$ cat src/rtl/scoreboard_hazard_ctrlr.sv
// Per-register latency scoreboard: decides stall, issue fire and bypass tap selects at decode.
// Optional macro HAZ_PERF_CNT_EN adds a saturating 32-bit stall-cycle counter output.
module scoreboard_hazard_ctrlr #(
   parameter int  AW         = 5,
   parameter int  MAX_LAT    = 4,
   parameter int  FWD_WINDOW = 1,
   localparam int LW         = $clog2(MAX_LAT + 1)
) (
   input  logic          clock,
   input  logic          reset_n,
   input  logic          w_issue_valid,
   input  logic          w_flush,
   input  logic [AW-1:0] w_rs_addr,
   input  logic          w_rs_used,
   input  logic [AW-1:0] w_rt_addr,
   input  logic          w_rt_used,
   input  logic          w_rt_late,
   input  logic [AW-1:0] w_dst_addr,
   input  logic          w_dst_we,
   input  logic [LW-1:0] w_dst_lat,
   output logic          w_stall,
   output logic          w_issue_fire,
   output logic [LW-1:0] w_rs_fwd_sel,
   output logic [LW-1:0] w_rt_fwd_sel,
`ifdef HAZ_PERF_CNT_EN
   output logic          w_busy,
   output logic [31:0]   w_stall_cycles
`else
   output logic          w_busy
`endif
);
   localparam int            NREGS   = 2 ** AW;
   localparam logic [LW-1:0] FWD     = LW'(FWD_WINDOW);
   localparam logic [LW-1:0] LAT_MAX = LW'(MAX_LAT);

   logic [LW-1:0] cnt_reg  [1:NREGS-1];
   logic [LW-1:0] cnt_view [NREGS];
   logic [LW-1:0] rs_cnt, rt_cnt, dst_cnt, lat_eff, rt_limit;
   logic          active, rs_nz, rt_nz, dst_nz;
   logic          rs_haz, rt_haz, waw_haz, stall, fire, busy;

   // Register 0 is hard-wired: it never has a pending producer.
   always_comb begin
      cnt_view[0] = '0;
      busy        = 1'b0;
      for (int i = 1; i < NREGS; i++) begin
         cnt_view[i] = cnt_reg[i];
         busy        = busy | (cnt_reg[i] != '0);
      end
   end

   always_comb begin
      if (w_dst_lat == '0)
         lat_eff = LW'(1);
      else if (w_dst_lat > LAT_MAX)
         lat_eff = LAT_MAX;
      else
         lat_eff = w_dst_lat;
   end

   assign rs_cnt   = cnt_view[w_rs_addr];
   assign rt_cnt   = cnt_view[w_rt_addr];
   assign dst_cnt  = cnt_view[w_dst_addr];
   assign rs_nz    = (w_rs_addr != '0);
   assign rt_nz    = (w_rt_addr != '0);
   assign dst_nz   = (w_dst_addr != '0);
   assign active   = w_issue_valid & ~w_flush;
   // A late-read store operand tolerates one more cycle of producer latency.
   assign rt_limit = FWD + LW'(w_rt_late);

   assign rs_haz  = active & w_rs_used & rs_nz  & (rs_cnt > FWD);
   assign rt_haz  = active & w_rt_used & rt_nz  & (rt_cnt > rt_limit);
   assign waw_haz = active & w_dst_we  & dst_nz & (dst_cnt > lat_eff);
   assign stall   = rs_haz | rt_haz | waw_haz;
   assign fire    = active & ~stall;

   assign w_stall      = stall;
   assign w_issue_fire = fire;
   assign w_rs_fwd_sel = (w_rs_used && rs_nz && !stall) ? rs_cnt : '0;
   assign w_rt_fwd_sel = (w_rt_used && rt_nz && !stall) ? rt_cnt : '0;
   assign w_busy       = busy;

   for (genvar gi = 1; gi < NREGS; gi++) begin : g_cnt
      always_ff @(posedge clock or negedge reset_n) begin
         if (!reset_n)
            cnt_reg[gi] <= '0;
         else if (fire && w_dst_we && (w_dst_addr == AW'(gi)))
            cnt_reg[gi] <= lat_eff;
         else if (cnt_reg[gi] != '0)
            cnt_reg[gi] <= cnt_reg[gi] - LW'(1);
      end
   end

`ifdef HAZ_PERF_CNT_EN
   logic [31:0] stall_cycles_reg;

   always_ff @(posedge clock or negedge reset_n) begin
      if (!reset_n)
         stall_cycles_reg <= '0;
      else if (stall && (stall_cycles_reg != 32'hFFFF_FFFF))
         stall_cycles_reg <= stall_cycles_reg + 32'd1;
   end

   assign w_stall_cycles = stall_cycles_reg;
`endif

endmodule

$ cat config.mk
export PLATFORM = sky130hd
export DESIGN_NAME = scoreboard_hazard_ctrlr
export DESIGN_NICKNAME = d
export VERILOG_FILES = /design/src/rtl/scoreboard_hazard_ctrlr.sv
export SDC_FILE = /design/constraint.sdc
export NUM_CORES = 1
export LEC_CHECK = 0
export ABC_AREA = 1
export CORE_MARGIN = 8
export CORE_UTILIZATION = 50
export CTS_BUF_LIST = sky130_fd_sc_hd__clkbuf_16
export DETAILED_ROUTE_END_ITERATION = 6
export PLACE_DENSITY = 0.67
export SYNTH_ARGS = -nofsm -noshare
export SYNTH_HDL_FRONTEND = slang
export SYNTH_SLANG_ARGS = --single-unit
export TNS_END_PERCENT = 20
$ cat constraint.sdc
create_clock -name clock -period 8.11 [get_ports clock]
set_input_delay 0.811 -clock clock [delete_from_list [all_inputs] [get_ports clock]]
set_output_delay 0.811 -clock clock [all_outputs]
set_load 0.03 [all_outputs]
==> impl_metrics.yaml, run 1 <==
place:
  portBuffers: 34
  gp_congestion: 1.02
  place_hpwl_um: 23600
floorplan:
  die_h_um: 150
  pin_count: 35
  die_area_um2: 22500
  die_w_um: 150
  start_util: 0.504
  coreArea_um2: 17800
  rows: 49
yosys:
  synth-edff-count: 0
  ys_ff_latch: 93
  synth.top_cell.area_share: 0.259
  yosys_warnings: 0
  synthTopCellsByArea: "dfrtp_1 26%, nand2_1 16%, ha_1 9.3%"
  synth_nets: 1448
  synthCells: 1355
  synthArstFlopShare: 1.00
  yosys.cell_types.count: 38
  synth_area_per_cell_um2: 6.64
  synth_top_area_cell: "dfrtp_1"
  synthFlopType: "dfrtp_1"
  syn_area_um2: 9000
  seq_area_frac_synth: 0.259
layout:
  diodes: 0
  largest_register_ffs: 93
  layout_commonest_cell: "nand2_1"
  final_nets: 1434
  drive_gt1_frac: 0.0357
  area_growth_pct: 7.08
  final_core_util: 0.540
  final_cell_mix: "373 x nand2_1, 165 x inv_1, 102 x nand3_1"
drt:
  drt_iter0_markers: 1295
  first_pass_iters: 6
  via_per_inst: 6.07
  ant_nets: 0
  drc: 0
  via_count: 9557
  wl_per_cell_um: 21.1
  drt_wl_total_um: 33200
clock_tree:
  numCtsBuffers: 9
  cts_setup_buffers: 0
  cts_resized: 0
  cts_root_buffer: "clkbuf_16"
  htree_levels: 3
  cts_tree: "built"
  cts.sinks: 93
  clock_path_buffers: 2
  ctsHoldBuffers: 0
  clock_latency_ns: 0.37
  clkTransAtPathRegs_ns: 0.07
setup_path:
  worstPathArrival_ns: 5.47
  critical_path_class: "primary input to primary output"
  r2r-start: "cnt_reg[52]"
  cp_max_fo: 16
  rrSetupSlack_ns: 4.50
  r2r_end: "cnt_reg[6]"
  critPathRequiredTime_ns: 7.30
  end_kind: "primary output"
  r2r_cells: 20
  start_kind: "primary input"
sta:
  slew_violations: 0
  maxSlewHeadroom: 0.231
  finalHoldViolCount: 0
  fin_tns_setup_ns: 0
  fin_worst_skew_ns: 0.00969
  rsz0062_at_grt: "false"
  period_minus_slack_ns: 6.28
  timing.fmax_mhz: 159
  worst_slew_pin_slew_ns: 1.15
  finalSetupViolations: 0
  period_share: 0.775
status:
  status: "complete, no violations"
flow_run:
  drv_cap: 0
grt:
  grt_antenna_before_repair: 0
  grt_pass1_vias: 8901
  grt_max_degree: 121
  globalRoute.totalOverflow: 0
  grt_pass1_wl_um: 51300
  track_usage: 0.298
power_and_ir_drop:
  leakagePower_nw: 4.81
  ir_drop_mv: 0.170
  power.density_nw_per_um2: 355
hold_path:
  hold_class: "primary input to async pin"
[routing by layer]
metal  wire [um]  up-vias  part of all wire  global-route usage
li1            -     4521                 -                   -
met2       14900      539              0.45               0.473
met3        2730      121             0.082              0.0445
met1       13900     4376              0.42               0.386
met4        1650        0             0.050               0.154
met5           0        -                 0                   0
[through the flow]
| step | std cells | cell area (um2) | hold slack, ns | total power [W] | setup slack, ns |
|---|---|---|---|---|---|
| after floorplan | 1355 | 9000 | 0.515 | 0.00243 | 3.40 |
| after global placement | 1559 | 9370 | 0.548 | 0.00295 | 2.06 |
| after detailed placement | 1559 | 9370 | 0.559 | 0.00297 | 1.98 |
| after CTS | 1575 | 9640 | 0.343 | 0.00339 | 1.98 |
| after global routing | 1575 | 9640 | 0.360 | 0.00376 | 1.67 |
| final | 1575 | 9640 | 0.327 | 0.00342 | 1.83 |
[critical path, cell delays in order]
cell             delay [ns]
clkdlybuf4s50_1        0.54
inv_1                  0.08
nor2_1                 0.09
buf_4                  0.25
clkinv_1               0.47
nor2_1                 0.70
a2111oi_0              0.25
o21ai_0                0.13
nor2_1                 0.05
a21oi_1                0.12
ha_1                   0.26
nand2_1                0.06
o21ai_0                0.08
nand4_1                0.15
nand3_2                0.15
nand3b_1               0.24
a21oi_1                0.28
clkdlybuf4s50_1        0.75
[layout make-up]
class | instances | area, um2
Tap cell | 229 | 287
Inverter | 169 | 634
Sequential cell | 93 | 2330
Clock inverter | 7 | 41.3
Multi-Input combinational cell | 1021 | 5680
Fill cell | 1815 | 8200
Timing Repair Buffer | 47 | 443
Clock buffer | 9 | 225
[report_power, final]
group	total (W)	internal [W]	switching (W)
Clock	0.000405	0.000206	0.000200
Combinational	0.00201	0.000755	0.00125
Sequential	0.00101	0.000722	0.000290
Total	0.00342	0.00168	0.00174
[cell usage after synthesis (12+ instances only)]
cell / instances
inv_1: 165
nand2_1: 373
o21ai_0: 90
dfrtp_1: 93
xnor2_1: 30
a21oi_1: 80
nand4_1: 99
clkbuf_1: 36
o22ai_1: 29
nand3_1: 102
buf_2: 12
xor2_1: 32
buf_4: 13
ha_1: 67
nor2_1: 54
[how the worst max path moves through the flow]
stage	slack, ns	to	cells past startpoint	startpoint
after floorplan	3.40	w_rt_fwd_sel[2]	20	w_rt_addr[0]
after global placement	2.06	w_rt_fwd_sel[2]	18	w_dst_addr[0]
after detailed placement	1.98	w_rt_fwd_sel[2]	18	w_dst_addr[0]
after CTS	1.98	w_rt_fwd_sel[2]	18	w_dst_addr[0]
after global routing	1.67	w_rt_fwd_sel[2]	18	w_dst_addr[0]
final	1.83	w_rt_fwd_sel[2]	18	w_dst_addr[0]
[kinds of logic after synthesis]
| family | after synthesis | synth area share |
|---|---|---|
| xor+xnor | 62 | 0.0603 |
| buf+inv | 241 | 0.111 |
| flops | 93 | 0.259 |
| fa+ha+maj | 67 | 0.0931 |
| simple gates | 655 | 0.328 |
| compound gates | 236 | 0.148 |
| mux | 1 | 0.00111 |
Power figures use the tool's default switching activity.
==> inputs of run 2 (changes only) <==
- clock period: 8.11 -> 5.95 ns (I/O delays scaled with it)
==> run 2 against run 1 <==
Final area increased by 0.65%. Count of clock-buffer cells in the layout unchanged. Die area unchanged. Utilization increased by 0.35 points. Non-clock buffer count increased by 8. Clock skew increased by 0.0042 ns. Worst hold slack got worse by 0.12 ns.
==> impl_metrics.yaml, run 2 (synthesized netlist as in run 1, its figures left out) <==
power_and_ir_drop:
  p_clk_frac: 0.121
  seq_power_share: 0.295
  combPwrFrac: 0.585
  p_int_w: 0.00230
  power.density_nw_per_um2: 486
  ir_drop_mv: 0.263
  swShare: 0.512
  leakagePower_nw: 4.86
  p_sw_w: 0.00242
clock_tree:
  cts_tree: "built"
  clkTransAtPathRegs_ns: 0.07
  clock_latency_ns: 0.36
  cts.sinks: 93
  ctsHoldBuffers: 0
  htree_levels: 3
  cts_resized: 0
  numCtsBuffers: 9
  clock_path_buffers: 2
  cts_root_buffer: "clkbuf_16"
  cts_setup_buffers: 0
floorplan:
  die_w_um: 150
  coreArea_um2: 17800
  die_area_um2: 22500
  rows: 49
  start_util: 0.504
  die_h_um: 150
  pin_count: 35
drt:
  drc: 0
  drt_wl_total_um: 33300
  drt_iter0_markers: 1271
  via_per_inst: 6.05
  ant_nets: 0
  first_pass_iters: 7
  wl_per_cell_um: 21.0
  via_count: 9584
sta:
  finalHoldViolCount: 0
  holdWs_ns: 0.207
  period_minus_slack_ns: 5.03
  fin_tns_setup_ns: 0
  slew_violations: 0
  worst_slew_pin_slew_ns: 1.00
  period_share: 0.846
  fin_worst_skew_ns: 0.0139
  rsz0062_at_grt: "false"
  timing.fmax_mhz: 199
  finalSetupViolations: 0
  maxSlewHeadroom: 0.330
grt:
  grt_pass1_vias: 8884
  globalRoute.totalOverflow: 0
  grt_pass1_wl_um: 51600
  grt_max_degree: 121
  grt_antenna_before_repair: 0
  track_usage: 0.299
place:
  portBuffers: 34
  place_hpwl_um: 24500
  gp_congestion: 1.10
setup_path:
  r2r-start: "cnt_reg[52]"
  end_kind: "primary output"
  start_kind: "primary input"
  path_cells: "clkdlybuf4s50_1, nand2_1, nor3_1, a2111oi_0, o21ai_0, nor2_1, a21oi_1, ha_1, nand2_1, o21ai_0, nand4_1, nand3_2, nand3b_1, a21oi_1, buf_12"
  critPathRequiredTime_ns: 5.36
  worstPathArrival_ns: 4.44
  cp_max_fo: 28
  crit_slowest_cell: "nand2_1"
  startpoint: "w_dst_addr[1]"
  r2r_end: "cnt_reg[70]"
  r2r_cells: 20
  critical_path_class: "primary input to primary output"
  critPathMaxStageDelay_ns: 0.80
  rrSetupSlack_ns: 2.34
layout:
  largest_register_ffs: 93
  final_core_util: 0.544
  drive_gt1_frac: 0.0465
  final_cell_mix: "373 x nand2_1, 166 x inv_1, 102 x nand3_1"
  diodes: 0
  area_growth_pct: 7.77
  final_nets: 1442
  layout_commonest_cell: "nand2_1"
flow_run:
  drv_cap: 0
hold_path:
  hold_class: "primary input to async pin"
status:
  status: "complete, no violations"
run 2: power by group through the flow:
stage | registers, W | clock network, W | logic [W]
finish | 0.00139 | 0.000569 | 0.00276
global route | 0.00142 | 0.000599 | 0.00315
CTS | 0.00137 | 0.000573 | 0.00272
detailed placement | 0.00138 | 0 | 0.00271
global placement | 0.00139 | 0 | 0.00268
floorplan | 0.00122 | 0 | 0.00209
run 2: worst max path at each step:
stage | slack, ns | to
2_1_floorplan | 1.67 | w_rt_fwd_sel[2]
3_3_place_gp | 1.02 | w_stall
6_report | 0.92 | w_rt_fwd_sel[2]
5_1_grt | 0.67 | w_stall
4_1_cts | 0.93 | w_stall
3_5_place_dp | 0.93 | w_stall
run 2: cell type report:
cell class,instances,area [um2]
fillers,1792,8140
multi-input cells,1021,5680
flip-flops and latches,93,2330
inverters,169,634
repair buffers,55,498
well taps,229,287
clock buffers,9,225
clock inverters,7,48.8
run 2: per-stage QoR:
step | setup slack, ns | cell area (um2) | instances | total power [W]
floorplan | 1.67 | 9000 | 1355 | 0.00331
global placement | 1.02 | 9430 | 1567 | 0.00407
detailed placement | 0.933 | 9430 | 1567 | 0.00409
CTS | 0.934 | 9700 | 1583 | 0.00467
global route | 0.671 | 9700 | 1583 | 0.00517
finish | 0.917 | 9700 | 1583 | 0.00472
run 2: worst max-delay path: cells and delay by family:
family | cells | cell delay, ns
AO/OA/AOI/OAI | 5 | 1.16
adder cells (fa/ha/maj) | 1 | 0.33
AND/OR/NAND/NOR | 7 | 1.62
buffers and inverters | 2 | 0.71
run 2: routing by layer:
metal,GRT usage,vias to the layer above,share of wire
met4,0.148,0,0.046
met3,0.0508,108,0.083
met1,0.391,4444,0.42
li1,-,4536,-
met2,0.470,496,0.45
met5,0,-,0
==> inputs of run 3 (changes only) <==
- PLACE_DENSITY: 0.67 -> 0.7
- clock period: 5.95 -> 4.57 ns (I/O delays scaled with it)
==> run 3 against run 2 <==
Worst hold slack got worse by 0.016 ns. Global-route usage up 0.64 points. Sequential share of layout area fell by 0.92 points. Clock power up 53%. Sequential power is 29% higher. First-iteration DRC count down 13%. Power rose by 33%. Utilization grew 2.2 points. Routed wire length rose by 2.4%. Critical endpoint is now w_rt_fwd_sel[0].
==> impl_metrics.yaml, run 3 (synthesized netlist as in run 1, its figures left out) <==
clock_tree:
  clkTransAtPathRegs_ns: 0.07
  clock_latency_ns: 0.37
  clock_path_buffers: 2
  ctsHoldBuffers: 0
  cts_root_buffer: "clkbuf_16"
  cts.sinks: 93
  numCtsBuffers: 9
  htree_levels: 3
  cts_tree: "built"
drt:
  via_count: 9780
  wl_per_cell_um: 21.2
  drc: 0
  drt_iter0_markers: 1112
  via_per_inst: 6.09
  ant_nets: 0
  first_pass_iters: 7
  drt_wl_total_um: 34100
sta:
  slew_violations: 0
  finalHoldViolCount: 0
  period_minus_slack_ns: 4.28
  maxSlewHeadroom: 0.349
  timing.fmax_mhz: 234
  layout_setup_ws_ns: 0.289
  rsz0062_at_grt: "false"
  period_share: 0.937
  finalSetupViolations: 0
  worst_slew_pin_slew_ns: 0.967
  fin_worst_skew_ns: 0.0103
  fin_tns_setup_ns: 0
grt:
  globalRoute.totalOverflow: 0
  grt_antenna_before_repair: 0
  grt_pass1_wl_um: 52800
  track_usage: 0.305
  grt_pass1_vias: 9127
  grt_max_degree: 64
setup_path:
  crit_slowest_cell: "clkdlybuf4s50_1"
  critPathMaxStageDelay_ns: 0.55
  end_kind: "primary output"
  cp_max_fo: 28
  start_kind: "primary input"
  worstPathArrival_ns: 3.82
  critPathRequiredTime_ns: 4.11
  critical_path_class: "primary input to primary output"
  path_cells: "clkdlybuf4s50_1, inv_1, nand2_1, buf_12, o22ai_1, a221oi_1, o21ai_0, a21oi_1, a31oi_1, ha_1, a21oi_1, o21ai_0, nand4_1, nand3_2, nand3b_1, nor2_1, buf_4"
hold_path:
  hold_class: "primary input to async pin"
layout:
  final_cell_mix: "373 x nand2_1, 164 x inv_1, 102 x nand3_1"
  multi_input_area_um2: 5700
  diodes: 0
  nFillCells: 1776
  largest_register_ffs: 93
  register_area_um2: 2330
  layout_commonest_cell: "nand2_1"
  area_growth_pct: 12.1
  final_nets: 1465
  final_core_util: 0.565
  drive_gt1_frac: 0.0690
status:
  status: "complete, no violations"
power_and_ir_drop:
  seq_power_share: 0.287
  combPwrFrac: 0.574
  ir_drop_mv: 0.335
  p_clk_frac: 0.139
  leakagePower_nw: 5.04
  p_int_w: 0.00315
  swShare: 0.499
  p_sw_w: 0.00313
  power.density_nw_per_um2: 623
floorplan:
  die_area_um2: 22500
  die_w_um: 150
  coreArea_um2: 17800
  die_h_um: 150
  rows: 49
  start_util: 0.504
  pin_count: 35
place:
  gp_congestion: 1.03
  place_hpwl_um: 25100
  portBuffers: 34
  dp_worst_setup_slack_ns: 0.0937
flow_run:
  drv_cap: 0
## run 3: worst paths after layout
kind / from / to / slack, ns / cells after the start
max reg2reg: cnt_reg[77] / cnt_reg[26] / 1.37 / 16
max in group asynchronous: reset_n / cnt_reg[49] / 3.43 / 2
min: reset_n / cnt_reg[44] / 0.19 / 1
min in group clock: w_dst_addr[4] / cnt_reg[19] / 0.47 / 3
max: w_dst_addr[0] / w_rt_fwd_sel[0] / 0.29 / 17
min reg2reg: cnt_reg[27] / cnt_reg[27] / 0.56 / 3
## run 3: metal layers
layer	vias up	GRT usage	wire length (um)
met1	4498	0.409	14300
met4	0	0.157	1650
met5	-	0	0
li1	4582	-	-
met2	578	0.465	14700
met3	122	0.0529	3410
## run 3: what timing repair did
action / CTS / global route
endpoints found under the setup margin: 0 / 7
gates resized for setup: 0 / 11
buffers inserted: 0 / 5
## run 3: metrics by stage
step	hold slack, ns	std cells	cell area, um2	total power [W]
after floorplan	0.161	1355	9000	0.00431
after global placement	0.554	1584	9650	0.00526
after detailed placement	0.550	1584	9650	0.00531
after CTS	0.234	1600	9980	0.00620
after global routing	0.279	1606	10100	0.00689
final	0.191	1606	10100	0.00628
## run 3: layout make-up
class	count	area share
Inverter	169	0.0636
Sequential cell	93	0.231
Clock buffer	9	0.0223
Timing Repair Buffer	77	0.0782
Timing Repair inverter	1	0.000744
Clock inverter	7	0.0105
Tap cell	229	0.0284
Multi-Input combinational cell	1021	0.565
## run 3: power groups by stage
stage | sequential (W) | clock (W) | combinational [W]
finish | 0.00180 | 0.000871 | 0.00361
global route | 0.00184 | 0.000910 | 0.00414
CTS | 0.00178 | 0.000882 | 0.00354
detailed placement | 0.00179 | 0 | 0.00352
global placement | 0.00179 | 0 | 0.00346
floorplan | 0.00159 | 0 | 0.00272
## run 3: critical path: cells and delay by family
kind	cells	cell delay (ns)
AOI/OAI and AO/OA	7	0.97
buffers and inverters	4	1.06
adders and majority gates	1	0.34
and+or+nand+nor	5	0.97
